File: config.mk
export PLATFORM = sky130hd
export DESIGN_NAME = swipe_tracker
export DESIGN_NICKNAME = d
export VERILOG_FILES = /design/src/rtl/swipe_tracker.sv
export SDC_FILE = /design/constraint.sdc
export NUM_CORES = 1
export LEC_CHECK = 0
export ABC_AREA = 1
export BUFFER_PORTS_ARGS = -buffer_cell sky130_fd_sc_hd__buf_4
export CAP_MARGIN = 5
export CORE_MARGIN = 8
export CORE_UTILIZATION = 58
export DETAILED_ROUTE_END_ITERATION = 6
export GPL_ROUTABILITY_DRIVEN = 0
export PLACE_DENSITY = 0.81
export REMOVE_ABC_BUFFERS = 1
export SYNTH_ARGS = -nofsm -noshare
export SYNTH_HDL_FRONTEND = slang
export SYNTH_SLANG_ARGS = --single-unit
export TNS_END_PERCENT = 100
File: constraint.sdc
create_clock -name clk_in -period 8.31 [get_ports clk_in]
set_input_delay 0.4155 -clock clk_in [delete_from_list [all_inputs] [get_ports clk_in]]
set_output_delay 0.4155 -clock clk_in [all_outputs]
set_load 0.01 [all_outputs]
File: src/rtl/swipe_tracker.sv
// Saber swipe tracker: turns per-frame centroid samples into a start/current
// segment and converts the detector's combinational verdict into one-shot hit events.
module swipe_tracker #(
    parameter int unsigned STILL_THRESH    = 4,
    parameter int unsigned MIN_LEN         = 64,
    parameter int unsigned MAX_FRAMES      = 15,
    parameter int unsigned COOLDOWN_FRAMES = 30
) (
    input  logic        clk_in,
    input  logic        rst_in,
    input  logic        pos_valid_in,
    input  logic [10:0] pos_x_in,
    input  logic [9:0]  pos_y_in,
    input  logic        is_intersecting_in,
    output logic [10:0] saber_start_x,
    output logic [9:0]  saber_start_y,
    output logic [10:0] saber_current_x,
    output logic [9:0]  saber_current_y,
    output logic        swipe_active_out,
    output logic        swipe_done_out,
    output logic        hit_out
);

    localparam int unsigned XW = 11;
    localparam int unsigned YW = 10;
    localparam int unsigned DW = 12;
    localparam int unsigned FW = 4;
    localparam int unsigned CW = 5;

    typedef enum logic [1:0] {
        IDLE     = 2'd0,
        SWIPING  = 2'd1,
        EVAL     = 2'd2,
        COOLDOWN = 2'd3
    } state_t;

    state_t         state, state_nxt;
    logic [XW-1:0]  prev_x, prev_x_nxt;
    logic [YW-1:0]  prev_y, prev_y_nxt;
    logic           have_prev, have_prev_nxt;
    logic [FW-1:0]  frame_cnt, frame_cnt_nxt;
    logic [CW-1:0]  cool_cnt, cool_cnt_nxt;
    logic [XW-1:0]  start_x_nxt, current_x_nxt;
    logic [YW-1:0]  start_y_nxt, current_y_nxt;
    logic           active_nxt, done_nxt, hit_nxt;

    // Frame delta against the previous sample and segment length
    logic [XW-1:0]  dx, len_x;
    logic [YW-1:0]  dy, len_y;
    logic [DW-1:0]  delta, len;
    logic           still, scored;
    logic [FW-1:0]  frame_inc;
    logic [CW-1:0]  cool_inc;

    assign dx    = (pos_x_in >= prev_x) ? pos_x_in - prev_x : prev_x - pos_x_in;
    assign dy    = (pos_y_in >= prev_y) ? pos_y_in - prev_y : prev_y - pos_y_in;
    assign delta = DW'(dx) + DW'(dy);
    assign still = delta < DW'(STILL_THRESH);

    assign len_x = (saber_current_x >= saber_start_x) ? saber_current_x - saber_start_x
                                                      : saber_start_x - saber_current_x;
    assign len_y = (saber_current_y >= saber_start_y) ? saber_current_y - saber_start_y
                                                      : saber_start_y - saber_current_y;
    assign len    = DW'(len_x) + DW'(len_y);
    assign scored = is_intersecting_in && (len >= DW'(MIN_LEN));

    assign frame_inc = frame_cnt + FW'(1);
    assign cool_inc  = cool_cnt + CW'(1);

    // Next-state and next-register logic
    always_comb begin
        state_nxt     = state;
        prev_x_nxt    = prev_x;
        prev_y_nxt    = prev_y;
        have_prev_nxt = have_prev;
        frame_cnt_nxt = frame_cnt;
        cool_cnt_nxt  = cool_cnt;
        start_x_nxt   = saber_start_x;
        start_y_nxt   = saber_start_y;
        current_x_nxt = saber_current_x;
        current_y_nxt = saber_current_y;
        done_nxt      = 1'b0;
        hit_nxt       = 1'b0;

        case (state)
            IDLE: begin
                if (pos_valid_in) begin
                    prev_x_nxt    = pos_x_in;
                    prev_y_nxt    = pos_y_in;
                    have_prev_nxt = 1'b1;
                    if (have_prev) begin
                        current_x_nxt = pos_x_in;
                        current_y_nxt = pos_y_in;
                        if (still) begin
                            start_x_nxt = pos_x_in;
                            start_y_nxt = pos_y_in;
                        end else begin
                            start_x_nxt   = prev_x;
                            start_y_nxt   = prev_y;
                            frame_cnt_nxt = FW'(1);
                            state_nxt     = SWIPING;
                        end
                    end
                end
            end
            SWIPING: begin
                if (pos_valid_in) begin
                    prev_x_nxt    = pos_x_in;
                    prev_y_nxt    = pos_y_in;
                    current_x_nxt = pos_x_in;
                    current_y_nxt = pos_y_in;
                    frame_cnt_nxt = frame_inc;
                    if (still || (frame_inc == FW'(MAX_FRAMES))) begin
                        state_nxt = EVAL;
                    end
                end
            end
            EVAL: begin
                // Samples arriving here are dropped so the segment stays stable
                done_nxt = 1'b1;
                hit_nxt  = scored;
                if (scored) begin
                    cool_cnt_nxt = CW'(0);
                    state_nxt    = COOLDOWN;
                end else begin
                    state_nxt = IDLE;
                end
            end
            COOLDOWN: begin
                if (pos_valid_in) begin
                    prev_x_nxt    = pos_x_in;
                    prev_y_nxt    = pos_y_in;
                    start_x_nxt   = pos_x_in;
                    start_y_nxt   = pos_y_in;
                    current_x_nxt = pos_x_in;
                    current_y_nxt = pos_y_in;
                    cool_cnt_nxt  = cool_inc;
                    if (cool_inc == CW'(COOLDOWN_FRAMES)) begin
                        state_nxt = IDLE;
                    end
                end
            end
            default: state_nxt = IDLE;
        endcase

        active_nxt = (state_nxt == SWIPING);
    end

    // State and datapath registers
    always_ff @(posedge clk_in) begin
        if (rst_in) begin
            state            <= IDLE;
            prev_x           <= '0;
            prev_y           <= '0;
            have_prev        <= 1'b0;
            frame_cnt        <= '0;
            cool_cnt         <= '0;
            saber_start_x    <= '0;
            saber_start_y    <= '0;
            saber_current_x  <= '0;
            saber_current_y  <= '0;
            swipe_active_out <= 1'b0;
            swipe_done_out   <= 1'b0;
            hit_out          <= 1'b0;
        end else begin
            state            <= state_nxt;
            prev_x           <= prev_x_nxt;
            prev_y           <= prev_y_nxt;
            have_prev        <= have_prev_nxt;
            frame_cnt        <= frame_cnt_nxt;
            cool_cnt         <= cool_cnt_nxt;
            saber_start_x    <= start_x_nxt;
            saber_start_y    <= start_y_nxt;
            saber_current_x  <= current_x_nxt;
            saber_current_y  <= current_y_nxt;
            swipe_active_out <= active_nxt;
            swipe_done_out   <= done_nxt;
            hit_out          <= hit_nxt;
        end
    end

endmodule

### After elaboration in Yosys (flattened, before gate mapping)

Cells that the tools add are included.

* reduce and logical (&&, ||, !) cells: 16
* bitwise operators: 1
* $mul: 0
* shift-type cells: 0
* order comparisons: 6
* add/subtract/negate cells: 12
* equality and inequality tests: 13
* div/mod/pow operators: 0
* multiplexer cells: 38

Operators by type and width (number)
* 11-bit 2-to-1 mux: 8
* 10-bit 2-to-1 mux: 8
* 11-bit one-hot mux with 2 select lines: 2
* 11-bit subtractor: 4
* 10-bit one-hot mux with 2 select lines: 2
* 10-bit subtractor: 4
* 11-bit by 10-bit adder with 12-bit output: 2
* 11-bit greater-or-equal comparator: 2
* 10-bit greater-or-equal comparator: 2
* 2-bit 2-to-1 mux: 8
* 4-bit 2-to-1 mux: 4
* 12-bit by 7-bit greater-or-equal comparator with 1-bit output (second input constant): 1
* 12-bit by 3-bit less-than comparator with 1-bit output (second input constant): 1
* 2-bit != test (second input constant): 6
* 5-bit 2-to-1 mux: 2
* 5-bit one-hot mux with 2 select lines: 1
* 2-bit one-hot mux with 4 select lines: 1
* 4-bit one-hot mux with 2 select lines: 1
* 4-bit AND reduction: 2
* 2-bit nonzero test: 4
* 5-bit by 1-bit adder with 5-bit output (second input constant): 1
* 5-bit equality test (second input constant): 1
* 5-bit AND reduction: 1
* 4-bit by 1-bit adder with 4-bit output (second input constant): 1
* 13 further kinds: 17

* latch bits: 0
* memories: 0
* ROM bits: 0
* output and inout bits: 45
* logic and storage cells: 99
* register bits after elaboration: 78
* memory bits (writable): 0

### Logic depth before layout (Yosys ltp)

Gate-level depths: netlist of the first run.

* word-level depth: 9
* gate-level depth with buffers: 29
* gate-level depth less buffers: 29

### Worst setup path after synthesis of the first run

Ideal clock, no wire load.

* path kind: input to register
* start: in pos_y_in[0]
* end: reg saber_start_x[5]
* setup slack: 4.656 ns
* required time: 8.178 ns
* stages on the path: 28
* library setup time: 0.132 ns
* arrival time: 3.522 ns
* path buffers: 2
* cells stage by stage: inv_1 ha_1 inv_1 fa_1 nand2_1 nand2_1 a21oi_2 o21ai_2 a21boi_2 nand2_1 a21oi_1 o21bai_2 buf_4 nor2_1 a21oi_1 ha_1 nor2_1 and2_1 o21ai_0 nor2_1 nand3_1 nor2_1 nand3_2 nand2_2 buf_2 nand2_1 nand3_1 a21oi_1

* word-level cells in the longest chain between the ends: 8

RTL lines
* start, declared: RTL line 13 `input logic [9:0] pos_y_in,`
* 10-bit subtractor or 10-bit greater-or-equal comparator (tied branches): RTL line 56 `assign dy = (pos_y_in >= prev_y) ? pos_y_in - prev_y : prev_y - pos_y_in;`
* 10-bit 2-to-1 mux (*): RTL line 56
* 11-bit by 10-bit adder with 12-bit output (*): RTL line 57 `assign delta = DW'(dx) + DW'(dy);`
* 12-bit by 3-bit less-than comparator with 1-bit output (*): RTL line 58 `assign still = delta < DW'(STILL_THRESH);`
* 11-bit 2-to-1 mux (*): RTL line 94 `if (still) begin`
* 11-bit 2-to-1 mux (*): RTL line 91 `if (have_prev) begin`
* 11-bit 2-to-1 mux (*): RTL line 87 `if (pos_valid_in) begin`
* 11-bit one-hot mux with 2 select lines (*): RTL line 85 `case (state)`
* end signal, assigned: RTL line 172 `saber_start_x <= start_x_nxt;`
* end, declared: RTL line 15 `output logic [10:0] saber_start_x,`

Mark *: on every way between the ends. The rest lies on a longest branch, timed or not. The select of a mux whose other input is x is not followed.
A chain may end at the register's enable or synchronous reset.

### Worst setup path in the final report of the first run

* start: reg prev_y[1]
* end: reg saber_start_y[8]

* word-level cells in the longest chain between the ends: 8

RTL lines
* start, declared: RTL line 39 `logic [YW-1:0] prev_y, prev_y_nxt;`
* start signal, assigned: RTL line 168 `prev_y <= prev_y_nxt;`
* 10-bit subtractor or 10-bit greater-or-equal comparator (tied branches): RTL line 56
* 10-bit 2-to-1 mux (*): RTL line 56
* 11-bit by 10-bit adder with 12-bit output (*): RTL line 57
* 12-bit by 3-bit less-than comparator with 1-bit output (*): RTL line 58
* 10-bit 2-to-1 mux (*): RTL line 94
* 10-bit 2-to-1 mux (*): RTL line 91
* 10-bit 2-to-1 mux (*): RTL line 87
* 10-bit one-hot mux with 2 select lines (*): RTL line 85
* end signal, assigned: RTL line 173 `saber_start_y <= start_y_nxt;`
* end, declared: RTL line 16 `output logic [9:0] saber_start_y,`

Marks and branches as above.

==> results of run 1 <==
-- per-layer routing --
metal,wire (um),vias to the layer above,track usage,share of wire
met4,375,0,0.0697,0.019
met2,8940,214,0.386,0.46
met5,0,-,0,0
met3,1040,30,0.0208,0.054
met1,9050,3381,0.313,0.47
li1,-,3729,-,-
-- through the flow --
stage	std cells	cell area (sq um)
2_1_floorplan	1102	7370
3_3_place_gp	1345	8120
3_5_place_dp	1345	8120
4_1_cts	1361	8450
5_1_grt	1361	8450
6_report	1361	8450
-- worst max-delay path, stage by stage, from the launching register on --
cell and delay (ns):
dfxtp_1 0.38, inv_1 0.13, fa_1 0.44, nand2_1 0.07, nand2_1 0.06, a21oi_2 0.20
o21ai_2 0.10, a21boi_2 0.17, nand2_1 0.07, a21oi_1 0.16, o21bai_2 0.22, nor2_1 0.15
a21oi_1 0.06, ha_1 0.37, a21oi_1 0.20, nand3b_1 0.10, nand2_1 0.07, nand3_1 0.08
nor2_1 0.15, nand3_2 0.13, nand2_2 0.35, inv_2 0.27, nand2_1 0.12, nand3_1 0.07
a21oi_1 0.16
-- cell type report --
cell class,instances,area [sq um],area share
Clock buffer,13,270,0.0320
Clock inverter,3,65.1,0.00770
Inverter,221,830,0.0982
Multi-Input combinational cell,803,4980,0.589
Sequential cell,78,1560,0.185
Tap cell,172,215,0.0255
Timing Repair Buffer,71,533,0.0631
-- registers in the layout, indices dropped and copies added (netlist names), 4 cells and up --
register,cells
saber_start_x,11
saber_current_y,10
prev_x,11
saber_current_x,11
prev_y,10
saber_start_y,10
cool_cnt,5
frame_cnt,4
-- final timing paths --
check	startpoint	to	slack, ns	cells past startpoint
max	prev_y[1]$_SDFFE_PP0P_	saber_start_y[8]$_SDFFE_PP0P_	3.94	24
min	pos_y_in[6]	prev_y[6]$_SDFFE_PP0P_	0.39	3
max reg2reg	prev_y[1]$_SDFFE_PP0P_	saber_start_y[8]$_SDFFE_PP0P_	3.94	24
min reg2reg	frame_cnt[3]$_SDFFE_PP0P_	frame_cnt[3]$_SDFFE_PP0P_	0.48	2
-- power breakdown --
part | internal (uW) | switching, uW | leakage, uW | total (uW)
clock network | 287 | 147 | 0.000166 | 434
logic | 280 | 427 | 0.00360 | 706
registers | 395 | 21.6 | 0.000639 | 416
-- cell families (layout without fill, tap and decap cells) --
family / Yosys count / count (layout) / synth area share
AO/OA/AOI/OAI: 258 / 258 / 0.189
adder cells (fa/ha/maj): 112 / 112 / 0.195
buffers and inverters: 253 / 308 / 0.131
AND/OR/NAND/NOR: 377 / 377 / 0.210
multiplexers: 8 / 8 / 0.0110
flip-flops: 78 / 78 / 0.207
XOR/XNOR: 48 / 48 / 0.0559
-- cells in the final DEF, fill, tap and decap left out, types with 3 or more instances in the layout --
master,instances
a21o_1,3
a21oi_1,143
a21oi_2,3
and2_1,3
buf_4,71
clkbuf_16,9
clkbuf_8,3
dfxtp_1,78
fa_1,9
ha_1,103
inv_1,216
inv_2,5
mux2i_1,6
nand2_1,231
nand2_2,5
nand3_1,67
nand3b_1,5
nand4_1,7
nor2_1,51
o21ai_0,79
o21ai_1,3
o21bai_1,6
xnor2_1,9
xor2_1,39
==> impl_metrics.tcl, run 1 <==
set metrics [dict create \
    worst_setup_path_start_kind "flip-flop" \
    ys_seq_area_frac 0.207 \
    remaining_drc_errors 0 \
    endpoint_kind "flip-flop" \
    yosysUniqueCellTypes 45 \
    max_cap_violations 0 \
    grt_pass1_wl_um 32100 \
    setup_ws_ns 3.94 \
    fin_crit_ns 4.37 \
    drive_above_1_share 0.0934 \
    hold_violations 0 \
    core_sq_mm 0.0127 \
    num_antenna_cells 0 \
    num_io_pins 70 \
    cts-root-buf "clkbuf_16" \
    p_per_area_mw_per_mm2 184 \
    fin_tns_setup_ns 0 \
    place_ws_ns 3.65 \
    wl_per_cell_um 14.3 \
    synth-edff-count 0 \
    tightest_slew_ns 1.16 \
    status "completed" \
    required_ns 8.56 \
    max_slew_margin 0.226 \
    clock_latency_ns 0.34 \
    worstPathArrival_ns 4.63 \
    synth_area_leader_cell "dfxtp_1" \
    cts_hold_buf 0 \
    syn_inst 1134 \
    async_flop_share 0 \
    post-route-util 0.667 \
    synth_top_area_share 0.207 \
    cts_resized 0 \
    dr.first_iter.drc_count 591 \
    die_h_um 130 \
    drv_slew 0 \
    cts_buffers 9 \
    dr.pass1.iters 5 \
    yosysWarnings 0 \
    yosysMostFrequentCell "nand2_1" \
    synth.ff_latch_count 78 \
    fmax_ghz 0.229 \
    crit_type "flip-flop to flip-flop" \
    crit_fanout 22 \
    ir_worst_vdd_mv 0.119 \
    ys_top_cells_by_count "nand2_1, inv_1, a21oi_1" \
    cts_buffer_depth 2 \
    grt.overflow.total 0 \
    rsz0062_at_grt "no" \
    synthTopCellsByArea "dfxtp_1, ha_1, nand2_1" \
    leakage_uw 0.00440 \
    synth-main-ff-cell "dfxtp_1" \
    antenna_found_initial 0 \
    postSynthAreaPerCell_sq_um 6.64 \
    syn_to_final_growth_pct 12.3 \
    timing.hold.ws_ns 0.386 \
    fin_nets 1321 \
    grt_pass1_vias 6789 \
    grt_max_degree 44 \
    clk_pin_slew_worst_paths_ns 0.06 \
    hpwlAfterDp_um 15200 \
    setup_viol 0 \
    die_w_um 130 \
    drtAntennaViolNets 0 \
    rows 41 \
    dieArea_sq_mm 0.0169 \
    finalCritPeriodShare 0.526 \
    postCtsSetupBuffers 0 \
    routed_via_density 5.40 \
    start_util 0.594 \
    portBuffers 69 \
    fillers 1131 \
    hold_path.class "input pin to flip-flop" \
    cts_tree "built" \
    synth.cell_area_sq_mm 0.00753 \
    grt_usage 0.232 \
    cts.htree.levels 3 \
    clock_sinks 78 \
    timing.clock.skew_ns 0.00550 \
    vias 7354 \
    total_power_uw 1560 \
    wirelength_um 19400 \
]
(Power assumes the default switching activity.)
==> run 2, diff against run 1 <==
clock period = 4.1 ns   (was 8.31 ns; I/O delays follow)
==> run 2 against run 1 <==
Clock-buffer cell count decreased by 2. Combinational power increased by 110%. Clock power increased by 88%. Clock skew increased by 0.0027 ns. Non-clock buffer count increased by 19. Power increased by 100%. Sequential power increased by 100%. Wire length increased by 6.0%. Die area unchanged. Global-route usage increased by 0.19 points. Core utilization increased by 2.2 points.
==> impl_metrics.tcl, run 2 (synthesized netlist as in run 1, its figures left out) <==
set metrics [dict create \
    status "completed" \
    core_sq_mm 0.0127 \
    ir_worst_vdd_mv 0.189 \
    remaining_drc_errors 0 \
    wl_per_cell_um 14.9 \
    fin_nets 1342 \
    cts_buffers 9 \
    regArea_sq_mm 0.00156 \
    cts-root-buf "clkbuf_16" \
    drv_slew 0 \
    required_ns 4.30 \
    place_area_sq_mm 0.00823 \
    grt_usage 0.234 \
    endpoint_kind "flip-flop" \
    start_util 0.594 \
    antenna_found_initial 0 \
    wirelength_um 20600 \
    hold_path.class "input pin to flip-flop" \
    portBuffers 69 \
    num_antenna_cells 0 \
    min_from "pos_x_in[10]" \
    tightest_slew_ns 1.12 \
    hold_violations 0 \
    hpwlAfterDp_um 15500 \
    cts_tree "built" \
    grt_pass1_vias 6859 \
    dr.pass1.iters 6 \
    dieArea_sq_mm 0.0169 \
    p_per_area_mw_per_mm2 359 \
    num_io_pins 70 \
    max_cap_violations 0 \
    clock_sinks 78 \
    max_stage_delay_ns 0.39 \
    final_common_cell "nand2_1" \
    critPathBufInv 2 \
    fillers 1057 \
    cts_buffer_depth 2 \
    die_h_um 130 \
    routed_via_density 5.48 \
    rows 41 \
    finalCritPeriodShare 0.969 \
    timing.hold.ws_ns 0.167 \
    vias 7578 \
    worstPathArrival_ns 4.17 \
    cp_slowest_cell "fa_2" \
    multi_input_area_sq_mm 0.00509 \
    setup_viol 0 \
    cp_top_family "simple AND/OR/NAND/NOR gates" \
    die_w_um 130 \
    syn_to_final_growth_pct 16.0 \
    drive_above_1_share 0.122 \
    dr.first_iter.drc_count 752 \
    cts.htree.levels 3 \
    fin_area_sq_mm 0.00873 \
    max_slew_margin 0.253 \
    grt_max_degree 44 \
    grt_pass1_wl_um 32200 \
    clk_pin_slew_worst_paths_ns 0.06 \
    top_regs "prev_x: 11 flops, saber_current_x: 11 flops, saber_start_x: 11 flops" \
    timing.clock.skew_ns 0.00817 \
    crit_type "flip-flop to flip-flop" \
    leakage_uw 0.00452 \
    drtAntennaViolNets 0 \
    post-route-util 0.689 \
    crit_start "prev_y[0]$_SDFFE_PP0P_" \
    fmax_ghz 0.252 \
    grt.overflow.total 0 \
    worst_setup_path_start_kind "flip-flop" \
    fin_crit_ns 3.97 \
    reg2reg_from "prev_y[0]$_SDFFE_PP0P_" \
    final_cell_mix "nand2_1, inv_1, a21oi_1" \
    clock_latency_ns 0.34 \
    crit_fanout 5 \
]
## run 2: through the flow
step | TNS (ns) | setup WS, ns | cells | power [uW]
after CTS | 0 | 0.168 | 1375 | 3070
after global routing | -1.48 | -0.131 | 1382 | 3370
final | 0 | 0.128 | 1382 | 3130
after detailed placement | 0 | 0.106 | 1359 | 2270
after floorplan | 0 | 0.439 | 1102 | 1910
after global placement | 0 | 0.197 | 1359 | 2240
## run 2: where the power goes
group / total, uW / leakage [uW] / switching [uW] / internal [uW]
clock network: 814 / 0.000146 / 325 / 489
registers: 841 / 0.000639 / 40.3 / 800
logic: 1480 / 0.00373 / 888 / 589
## run 2: what timing repair did
action / in CTS / in global routing
buffers inserted: 0 / 2
gates resized for setup: 0 / 31
hold endpoints to repair: 0 / 0
hold buffers: 0 / 0
setup endpoints to repair: 0 / 33
## run 2: metal layers
layer	GRT usage	wire [um]	vias to the layer above
met4	0.0847	583	0
li1	-	-	3771
met2	0.373	9380	316
met5	0	0	-
met1	0.320	9380	3438
met3	0.0265	1220	53
## run 2: cell type report
type,count,area share
repair buffers,90,0.0832
clock inverters,5,0.00645
well taps,172,0.0246
flip-flops and latches,78,0.179
clock buffers,11,0.0278
multi-input cells,805,0.583
inverters,221,0.0958
## run 2: worst paths after layout
path / end / slack [ns] / depth (start not counted)
setup / recovery: saber_start_y[3]$_SDFFE_PP0P_ / 0.13 / 25
hold / removal: saber_current_x[10]$_SDFFE_PP0P_ / 0.17 / 3
setup reg to reg: saber_start_y[3]$_SDFFE_PP0P_ / 0.13 / 25
hold reg to reg: frame_cnt[3]$_SDFFE_PP0P_ / 0.48 / 2
## run 2: worst min-delay path, delay by kind of cell
| kind | cells | cell delay (ns) |
|---|---|---|
| compound gates | 1 | 0.06 |
| simple gates | 1 | 0.06 |
| buf+inv | 1 | 0.13 |
